`config.mk`:
```
export PLATFORM = sky130hd
export DESIGN_NAME = inst_fetch_queue
export DESIGN_NICKNAME = d
export VERILOG_FILES = /design/src/rtl/inst_fetch_queue.sv
export SDC_FILE = /design/constraint.sdc
export NUM_CORES = 1
export LEC_CHECK = 0
export ABC_AREA = 0
export CAP_MARGIN = 15
export CELL_PAD_IN_SITES_DETAIL_PLACEMENT = 2
export CELL_PAD_IN_SITES_GLOBAL_PLACEMENT = 2
export CORE_UTILIZATION = 35
export CTS_CLUSTER_DIAMETER = 150
export CTS_CLUSTER_SIZE = 12
export DETAILED_ROUTE_END_ITERATION = 6
export PLACE_DENSITY = 0.73
export SYNTH_ARGS = -nofsm -noshare
export SYNTH_HDL_FRONTEND = slang
export SYNTH_SLANG_ARGS = --single-unit
```
`constraint.sdc`:
```
create_clock -name clk -period 4.45 [get_ports clk]
set_input_delay 0.445 -clock clk [delete_from_list [all_inputs] [get_ports clk]]
set_output_delay 0.445 -clock clk [all_outputs]
set_load 0.1 [all_outputs]
```
`src/rtl/inst_fetch_queue.sv`:
```
// rtl/inst_fetch_queue.sv - four-entry fetch-to-decode instruction queue
// Circular buffer of {pc, instr, adel}; head is presented to decode, flush empties it in one cycle.
module inst_fetch_queue #(
    parameter int DEPTH = 4,
    parameter int PTR_W = 2
) (
    input  logic             clk,
    input  logic             rst,
    input  logic             flushD,
    input  logic             push_valid,
    input  logic [31:0]      push_pc,
    input  logic [31:0]      push_instr,
    input  logic             push_adel,
    output logic             push_ready,
    input  logic             pop_ready,
    output logic             pop_valid,
    output logic [31:0]      instrD,
    output logic [31:0]      pcD,
    output logic             adelD,
    output logic [PTR_W:0]   countD,
    output logic             almost_fullD
);

    localparam logic [PTR_W:0]   FULL_LVL = (PTR_W+1)'(DEPTH);
    localparam logic [PTR_W:0]   AF_LVL   = (PTR_W+1)'(DEPTH - 1);
    localparam logic [PTR_W:0]   CNT_ONE  = (PTR_W+1)'(1);
    localparam logic [PTR_W-1:0] PTR_ONE  = PTR_W'(1);

    logic [31:0]      pc_mem_q    [DEPTH];
    logic [31:0]      instr_mem_q [DEPTH];
    logic             adel_mem_q  [DEPTH];

    logic [PTR_W-1:0] wr_ptr_q, wr_ptr_d;
    logic [PTR_W-1:0] rd_ptr_q, rd_ptr_d;
    logic [PTR_W:0]   count_q,  count_d;

    logic             push_fire;
    logic             pop_fire;

    // Handshake flags come from count_q only, so no input reaches an output combinationally.
    always_comb begin
        push_ready = (count_q != FULL_LVL);
        pop_valid  = (count_q != '0);
        push_fire  = push_valid & push_ready & ~flushD;
        pop_fire   = pop_valid & pop_ready & ~flushD;
    end

    always_comb begin
        wr_ptr_d = wr_ptr_q;
        rd_ptr_d = rd_ptr_q;
        count_d  = count_q;
        if (flushD) begin
            wr_ptr_d = '0;
            rd_ptr_d = '0;
            count_d  = '0;
        end else begin
            if (push_fire) begin
                wr_ptr_d = wr_ptr_q + PTR_ONE;
            end
            if (pop_fire) begin
                rd_ptr_d = rd_ptr_q + PTR_ONE;
            end
            case ({push_fire, pop_fire})
                2'b10:   count_d = count_q + CNT_ONE;
                2'b01:   count_d = count_q - CNT_ONE;
                default: count_d = count_q;
            endcase
        end
    end

    always_ff @(posedge clk or posedge rst) begin
        if (rst) begin
            wr_ptr_q <= '0;
            rd_ptr_q <= '0;
            count_q  <= '0;
        end else begin
            wr_ptr_q <= wr_ptr_d;
            rd_ptr_q <= rd_ptr_d;
            count_q  <= count_d;
        end
    end

    // Slot contents are never cleared; validity is tracked purely by count_q.
    always_ff @(posedge clk) begin
        if (push_fire) begin
            pc_mem_q[wr_ptr_q]    <= push_pc;
            instr_mem_q[wr_ptr_q] <= push_instr;
            adel_mem_q[wr_ptr_q]  <= push_adel;
        end
    end

    // Empty queue shows a nop at pc 0 so decode raises nothing.
    always_comb begin
        instrD       = pop_valid ? instr_mem_q[rd_ptr_q] : 32'h0;
        pcD          = pop_valid ? pc_mem_q[rd_ptr_q]    : 32'h0;
        adelD        = pop_valid ? adel_mem_q[rd_ptr_q]  : 1'b0;
        countD       = count_q;
        almost_fullD = (count_q >= AF_LVL);
    end

endmodule

```
==> metrics.md, run 1 <==
| Metric | Value |
|---|---|
| Yosys top cell by area | `edfxtp_1` |
| Mapped cell area | `between 10000 and 15000 um2` |
| # clock sinks | `~270` |
| Hold_buf cts | `0` |
| Fin Setup TNS | `0 ps` |
| Register area share after synthesis | `0.767` |
| Port Buf Inserts | `140` |
| CP bufs+invs | `2` |
| Worst slew pin tran | `1070 ps` |
| Critical path type | `reg2out` |
| Top-count cell post-synth | `edfxtp_1` |
| Postcts setup bufs | `0` |
| Peak Freq | `around 270 MHz` |
| Required time worst endpoint | `approximately 4000 ps` |
| # rows | `slightly above 60` |
| Worst Hold Margin | `roughly 190 ps` |
| Mapped Avg Cell Area | `between 20 and 25 um2` |
| Final Wtd Congestion | `a little under 0.7` |
| Top-area cell type share of the netlist area | `0.750` |
| Cell area power density | `492 nW/um2` |
| Vias post-DR | `between 5000 and 6000` |
| Status | `finished clean` |
| Post-synth EDFFs | `260` |
| Cts repair resizes | `0` |
| Hold Path Class | `in2async` |
| GRT overflow | `0` |
| Crit-path max FO | `36` |
| Total global-route track usage | `0.153` |
| R2R Path Start | `countD[2]$_DFFE_PP0P_` |
| Kind of end point of the critical path | `output pin` |
| Vias per cell | `~4.9` |
| Max-cap violations | `0` |
| #FFs+latches synth | `~270` |
| Ranking of synthesized cells by area | `edfxtp_1, mux4_2, and2_1, dfrtp_1, buf_12` |
| Final Max Slew Viols | `0` |
| Final period util | `0.836` |
| Syn_nets | `~550` |
| Slowest CP cell | `clkdlybuf4s50_1` |
| Worst Skew | `around 13 ps` |
| Critical Path, Cell by Cell | `or3_2, buf_12, and2_1, clkdlybuf4s50_1` |
| CTS root buffer | `clkbuf_16` |
| Initial Utilization | `0.359` |
| Die W | `174 um` |
| Num CTS Buffers | `26` |
| Io pins | `141` |
| Vias in the first global route | `5849` |
| Primary flip-flop cell chosen by synthesis mapping | `edfxtp_1` |
| Hold Violations, Final | `0` |
| Final worst-path setup slack | `roughly 730 ps` |
| CORE AREA | `roughly 29000 um2` |
| CTS clk-pin slew, worst paths | `about 60 ps` |
| Die Height | `roughly 170 um` |
| Wirelength, routed | `~23000 um` |
| RSZ-0062 raised after global routing | `no` |
| Crit path max-delay family | `buffers and inverters` |
| Drc violations | `0` |
| Layout cells sized above 1 | `0.226` |
| Die area | `~30000 um2` |
| Synth warn | `0` |
| # setup viols final | `0` |
| H-tree depth | `1` |
| CTS tree | `done` |
| First-pass GRT wire length | `35200 um` |
| Initial antenna violation count | `1` |
| Largest net degree at the start of global routing | `67` |
| Crit path DAT | `3280 ps` |
| Critical path startpoint | `countD[0]$_DFFE_PP0P_` |
| Crit path launch type | `flop` |
| Drt pass-1 iters | `4` |
| Worst-Skew Late Latency | `about 520 ps` |
| Post-synth top cells | `edfxtp_1, and2_1, mux4_2` |
| Number of distinct library cells after synthesis | `34` |
| Dpl hpwl | `roughly 13000 um` |
| Initial drt markers | `between 200 and 250` |
| Ys async rst share | `0.0262` |
| Area growth, synth to finish | `23.2%` |
| Minimum clock period | `3720 ps` |
| Peak VDD IR | `roughly 200 uV` |
| Routed wire per std cell | `roughly 22 um` |
| Syn Inst Count | `between 400 and 500` |
| Leakage | `slightly above 4 nW` |
| Detail Route Antenna Nets | `0` |
| Clock Path Buffers | `3` |
| Setup WS pre-CTS | `~960 ps` |
| NumNets Final | `698` |
| Max-slew headroom | `0.286` |
| Max stage delay on crit path | `~960 ps` |
cell usage in the layout, fill, tap and decap left out, drive strengths merged:
cell	synthesis	final
xnor2	1	1
or3	1	1
o21ai	2	2
nand2	1	1
buf	16	43
a211oi	1	1
fa	1	1
a221oi	1	1
o2111ai	2	2
diode	0	1
mux4	65	65
o311ai	1	1
nand3	4	4
clkbuf	12	47
edfxtp	260	260
clkdlybuf4s50	0	101
inv	8	9
a21oi	4	4
mux2	1	1
o31ai	1	1
nor3b	2	2
a311oi	1	1
nand2b	2	2
nor3	2	2
or2	1	1
and2	70	70
ha	4	4
xor2	2	2
a21o	1	1
dfrtp	7	7
nor2	3	3
o22ai	2	2
where the power goes:
part           internal [mW]  switching, mW  leakage, nW  total [mW]
Clock                   1.14          0.888        0.362        2.02
Sequential              2.84         0.0549         2.45        2.89
Combinational          0.394          0.994         1.28        1.39
Total                   4.37           1.94         4.10        6.30
metal layers:
metal,vias to the layer above,wire (um),track usage
li1,2225,-,-
met1,2686,9360,0.189
met2,132,11900,0.273
met3,37,1180,0.0311
met4,0,450,0.0365
met5,-,0,0
registers in the layout, summed over array words and instances (netlist names):
register	cells
adel_mem_q	4
countD	3
instr_mem_q	128
pc_mem_q	128
rd_ptr_q	2
wr_ptr_q	2
cells by family after synthesis:
kind of cell,share of synthesized area
flip-flops,0.767
adder cells (fa/ha/maj),0.00673
AND/OR/NAND/NOR,0.0502
XOR/XNOR,0.00252
buffers and inverters,0.0214
AO/OA/AOI/OAI,0.0105
multiplexers,0.142
layout make-up:
| type | count | area [um2] |
|---|---|---|
| timing repair buffer | 144 | 1350 |
| clock buffer | 47 | 751 |
| fill | 2689 | 16200 |
| clock inverter | 1 | 11.3 |
| sequential | 267 | 7990 |
| inverter | 8 | 30.0 |
| antenna | 1 | 2.50 |
| tap | 384 | 480 |
| multi-input combinational | 176 | 2210 |
metrics by stage:
step,util,power [mW],std cells,cell area (um2)
2_1_floorplan,-,4.01,479,10400
3_3_place_gp,0.415,4.31,978,12000
3_5_place_dp,0.415,4.35,978,12000
4_1_cts,0.441,6.39,1026,12800
5_1_grt,0.442,6.51,1027,12800
6_report,0.442,6.30,1028,12800
path summary, 6_finish.rpt:
path,end,slack [ps],depth (start not counted)
worst max-delay path,pcD[25],730,4
worst min-delay path,countD[2]$_DFFE_PP0P_,190,2
worst max register to register,instr_mem_q[2][29]$_DFFE_PP_,1820,3
worst min register to register,wr_ptr_q[1]$_DFFE_PP0P_,630,2
max in group asynchronous,rd_ptr_q[0]$_DFFE_PP0P_,3980,2
min in group clk,pc_mem_q[2][3]$_DFFE_PP_,560,1
Note: power is estimated with default switching activity, not from simulation.
==> run 2, diff against run 1 <==
Settings changed: PLACE_DENSITY 0.73 to 0.76.
Clock period 4.45 ns to 3 ns, I/O delays scaled along.
==> run 2 against run 1 <==
Critical path type unchanged; global-route usage is 0.98 points higher; worst setup slack worse by 480 ps; wire length is 4.7% higher; via count hardly changed; sequential share of layout area is 2.8 points lower; clock skew is 5.6 ps lower; critical endpoint is now adelD; non-clock buffer count is 10 higher; register-to-register slack worse by 1100 ps; final cell count hardly changed; utilization is 2.1 points higher; count of clock-buffer cells in the layout is 10 lower; clock power is 44% higher.
==> metrics.md, run 2 (synthesized netlist as in run 1, its figures left out) <==
| Metric | Value |
|---|---|
| Area growth, synth to finish | `29.1%` |
| Crit path launch type | `flop` |
| Die Height | `between 150 and 200 um` |
| Worst Skew | `around 8 ps` |
| Worst-Skew Late Latency | `between 500 and 600 ps` |
| Final period util | `0.916` |
| Util after Layout | `0.463` |
| Hold Path Class | `in2async` |
| Area after DPL | `12700 um2` |
| CORE AREA | `between 20000 and 30000 um2` |
| NumNets Final | `roughly 710` |
| Max-slew headroom | `0.644` |
| Slowest CP cell | `dfrtp_1` |
| CP bufs+invs | `2` |
| First-pass GRT wire length | `roughly 37000 um` |
| Final Max Slew Viols | `0` |
| Num CTS Buffers | `26` |
| Crit path max-delay family | `simple AND/OR/NAND/NOR gates` |
| Worst slew pin tran | `533 ps` |
| Routed wire per std cell | `approximately 23 um` |
| Minimum clock period | `~2700 ps` |
| Peak VDD IR | `~420 uV` |
| Hold_buf cts | `0` |
| Clock Path Buffers | `3` |
| Total global-route track usage | `0.162` |
| CTS clk-pin slew, worst paths | `around 60 ps` |
| # clock sinks | `267` |
| Status | `finished clean` |
| Vias in the first global route | `~6000` |
| Largest net degree at the start of global routing | `46` |
| # setup viols final | `0` |
| Wirelength, routed | `between 20000 and 25000 um` |
| Vias post-DR | `just over 5000` |
| Peak Freq | `between 300 and 400 MHz` |
| Required time worst endpoint | `2700 ps` |
| Initial antenna violation count | `1` |
| Hold Violations, Final | `0` |
| Crit-path max FO | `45` |
| Io pins | `around 140` |
| # rows | `62` |
| Max stage delay on crit path | `630 ps` |
| H-tree depth | `1` |
| Filler instances | `2642` |
| Max-cap violations | `0` |
| Crit path DAT | `between 2000 and 2500 ps` |
| Vias per cell | `slightly below 5` |
| Die W | `174 um` |
| Commonest non-fill, non-tap cells in the layout | `edfxtp_1, clkdlybuf4s50_1, mux4_2, and2_1, buf_12` |
| CTS root buffer | `clkbuf_16` |
| Critical Path, Cell by Cell | `or3_4, buf_4, and2_1, buf_12` |
| Total power | `approximately 9.5 mW` |
| Detail Route Antenna Nets | `0` |
| Leakage | `around 4.4 nW` |
| CTS tree | `done` |
| Most common cell after layout, fill and taps aside | `edfxtp_1` |
| Port Buf Inserts | `140` |
| Layout cells sized above 1 | `0.305` |
| Kind of end point of the critical path | `output pin` |
| Drc violations | `0` |
| GRT overflow | `0` |
| Final Wtd Congestion | `around 0.75` |
| Cell area power density | `710 nW/um2` |
| Drt pass-1 iters | `4` |
| # diodes | `0` |
| Critical path type | `reg2out` |
| Fin Setup TNS | `0 ps` |
| Biggest regs | `instr_mem_q x128, pc_mem_q x128, adel_mem_q x4` |
| Initial drt markers | `roughly 300` |
| RSZ-0062 raised after global routing | `no` |
| Initial Utilization | `0.359` |
| Design Area, Final | `13400 um2` |
| Die area | `30400 um2` |
| Dpl hpwl | `15700 um` |
==> run 2: layout make-up <==
class | count | area (um2) | area share
Clock buffer | 37 | 713 | 0.0531
Clock inverter | 1 | 11.3 | 0.000838
Inverter | 8 | 30.0 | 0.00224
Multi-Input combinational cell | 176 | 2230 | 0.166
Sequential cell | 267 | 7990 | 0.595
Tap cell | 384 | 480 | 0.0358
Timing Repair Buffer | 154 | 1980 | 0.147
==> run 2: metrics by stage <==
step	hold slack [ps]	cells	setup WS (ps)
CTS	23.5	1027	162
floorplan	103	479	67.0
finish	35.2	1027	252
global placement	559	989	563
global route	56.4	1027	89.2
detailed placement	573	989	424
==> run 2: per-layer routing <==
metal	part of all wire	vias to the layer above	track usage	wire length (um)
li1	-	2230	-	-
met1	0.41	2691	0.204	9740
met2	0.54	136	0.294	12900
met3	0.048	19	0.0311	1150
met4	0.0085	2	0.0241	203
met5	0.00050	-	0	12
==> run 2: path summary, 6_finish.rpt <==
path / startpoint / to / slack (ps) / cells after the start
max in group asynchronous: rst / rd_ptr_q[1]$_DFFE_PP0P_ / 2700 / 2
max reg2reg: countD[0]$_DFFE_PP0P_ / countD[1]$_DFFE_PP0P_ / 740 / 5
min reg2reg: wr_ptr_q[1]$_DFFE_PP0P_ / wr_ptr_q[1]$_DFFE_PP0P_ / 610 / 2
min in group clk: push_pc[27] / pc_mem_q[3][27]$_DFFE_PP_ / 420 / 1
min: rst / countD[0]$_DFFE_PP0P_ / 40 / 2
max: countD[0]$_DFFE_PP0P_ / adelD / 250 / 4
==> run 2: power breakdown <==
| group | total (mW) | switching (mW) | internal, mW |
|---|---|---|---|
| Sequential | 4.26 | 0.0476 | 4.21 |
| Clock | 2.90 | 1.26 | 1.63 |
| Combinational | 2.38 | 1.58 | 0.806 |
| Total | 9.54 | 2.89 | 6.65 |
==> run 2: what timing repair did <==
item / CTS / global route
resized for setup: 1 / 0
hold endpoints to repair: 0 / 0
setup buffers: 0 / 0
endpoints found under the setup margin: 22 / 0
==> run 3, diff against run 2 <==
Settings changed: PLACE_DENSITY 0.76 to unset, PLACE_DENSITY_LB_ADDON set to 0.15, SKIP_CTS_REPAIR_TIMING set to 1.
==> run 3 against run 2 <==
Register-to-register slack better by 50 ps; global-route usage down 0.51 points; clock skew is 2.4 ps higher; die area did not move; sequential share of layout area increased by 0.65 points; critical path type unchanged; non-clock buffer count up 5; highest routed layer is now met4; power shrank 0.93%; via count decreased by 0.89%; final area decreased by 1.1%; maximum frequency about the same; sequential power barely moved.
==> metrics.md, run 3 (synthesized netlist as in run 1, its figures left out) <==
| Metric | Value |
|---|---|
| First-pass GRT wire length | `between 30000 and 40000 um` |
| Status | `finished clean` |
| Area growth, synth to finish | `27.7%` |
| Util after Layout | `0.458` |
| NumNets Final | `between 700 and 800` |
| Critical path startpoint | `rd_ptr_q[0]$_DFFE_PP0P_` |
| Initial drt markers | `about 240` |
| # setup viols final | `0` |
| Port Buf Inserts | `between 100 and 150` |
| Drc violations | `0` |
| CTS root buffer | `clkbuf_16` |
| Minimum clock period | `about 2700 ps` |
| Total global-route track usage | `0.157` |
| CTS clk-pin slew, worst paths | `approximately 60 ps` |
| CTS tree | `done` |
| # rows | `a little over 60` |
| # diodes | `0` |
| Vias per cell | `between 4 and 5` |
| Required time worst endpoint | `between 2000 and 3000 ps` |
| CORE AREA | `just under 30000 um2` |
| Total power | `about 9.4 mW` |
| Final period util | `0.916` |
| Biggest regs | `instr_mem_q x128, pc_mem_q x128, adel_mem_q x4` |
| Die W | `174 um` |
| RSZ-0062 raised after global routing | `no` |
| Crit path DAT | `2450 ps` |
| Crit-path max FO | `23` |
| Crit path launch type | `flop` |
| Drt pass-1 iters | `4` |
| Final Wtd Congestion | `0.663` |
| Wirelength, routed | `about 23000 um` |
| Worst slew pin tran | `about 540 ps` |
| Worst Hold Margin | `24.3 ps` |
| Fin Setup TNS | `0 ps` |
| Detail Route Antenna Nets | `0` |
| Worst Skew | `10.2 ps` |
| Commonest non-fill, non-tap cells in the layout | `edfxtp_1, clkdlybuf4s50_1, mux4_2, and2_1, buf_4` |
| Clock Path Buffers | `3` |
| Routed wire per std cell | `22.4 um` |
| Worst-Skew Late Latency | `520 ps` |
| GRT overflow | `0` |
| Max-slew headroom | `0.640` |
| Final cell count without fillers | `slightly above 1000` |
| Initial Utilization | `0.359` |
| Seq. cell area | `around 8000 um2` |
| Layout cells sized above 1 | `0.311` |
| Io pins | `roughly 140` |
| Leakage | `4.34 nW` |
| Final Max Slew Viols | `0` |
| Post-Place Cells | `994` |
| Cell area power density | `between 700 and 800 nW/um2` |
| Reg2reg path depth | `4` |
| Hold Path Class | `in2async` |
| H-tree depth | `1` |
| Num CTS Buffers | `26` |
| Vias post-DR | `around 5000` |
| R2R Path Start | `countD[0]$_DFFE_PP0P_` |
| Die area | `between 30000 and 40000 um2` |
| Dpl hpwl | `approximately 15000 um` |
| Critical path type | `reg2out` |
| Largest net degree at the start of global routing | `36` |
| Filler instances | `roughly 2700` |
| Hold Violations, Final | `0` |
| Initial antenna violation count | `1` |
| Peak Freq | `between 300 and 400 MHz` |
| Max-cap violations | `0` |
| Peak VDD IR | `342 uV` |
| Vias in the first global route | `~6000` |
| Kind of end point of the critical path | `output pin` |
| Most common cell after layout, fill and taps aside | `edfxtp_1` |
| # clock sinks | `267` |
| Area of the multi-input gates | `2230 um2` |
| Die Height | `~170 um` |
run 3: cell count changes in the layout (fill, tap and decap cells not counted):
cell	change
or3_2	+1
buf_12	-14
buf_4	+19
or3_4	-1
clkbuf_1	-1
run 3: per-stage QoR:
step                worst slack, ps  area [um2]
CTS                             174       13300
global placement                738       12600
detailed placement              690       12600
global route                    114       13300
floorplan                      67.0       10400
finish                          251       13300
run 3: area by class of cell:
class,instances,area share
multi-input cells,176,0.167
clock buffers,36,0.0534
flip-flops and latches,267,0.601
inverters,8,0.00226
clock inverters,1,0.000847
well taps,384,0.0362
repair buffers,159,0.139
run 3: critical path, stage by stage, from the launching register on:
cell and delay (ps):
dfrtp_4 650, buf_12 280, mux4_2 570, and2_1 180, buf_4 230
run 3: path summary, 6_finish.rpt:
check	endpoint	slack (ps)
setup / recovery	instrD[31]	250
max in group asynchronous	rd_ptr_q[0]$_DFFE_PP0P_	2710
hold reg to reg	wr_ptr_q[0]$_DFFE_PP0P_	610
hold / removal	wr_ptr_q[0]$_DFFE_PP0P_	20
setup reg to reg	instr_mem_q[0][27]$_DFFE_PP_	790
min in group clk	pc_mem_q[2][22]$_DFFE_PP_	420
run 3: metal layers:
metal  part of all wire  vias to the layer above  global-route usage
li1                   -                     2247                   -
met1               0.42                     2655               0.200
met2               0.53                      100               0.282
met3              0.033                       31              0.0252
met4              0.019                        0              0.0358
met5                  0                        -                   0
run 3: report_power, final:
part	switching (mW)	internal, mW	leakage (nW)	total (mW)
clock network	1.28	1.63	0.349	2.91
registers	0.0660	4.21	2.45	4.27
logic	1.53	0.736	1.54	2.26
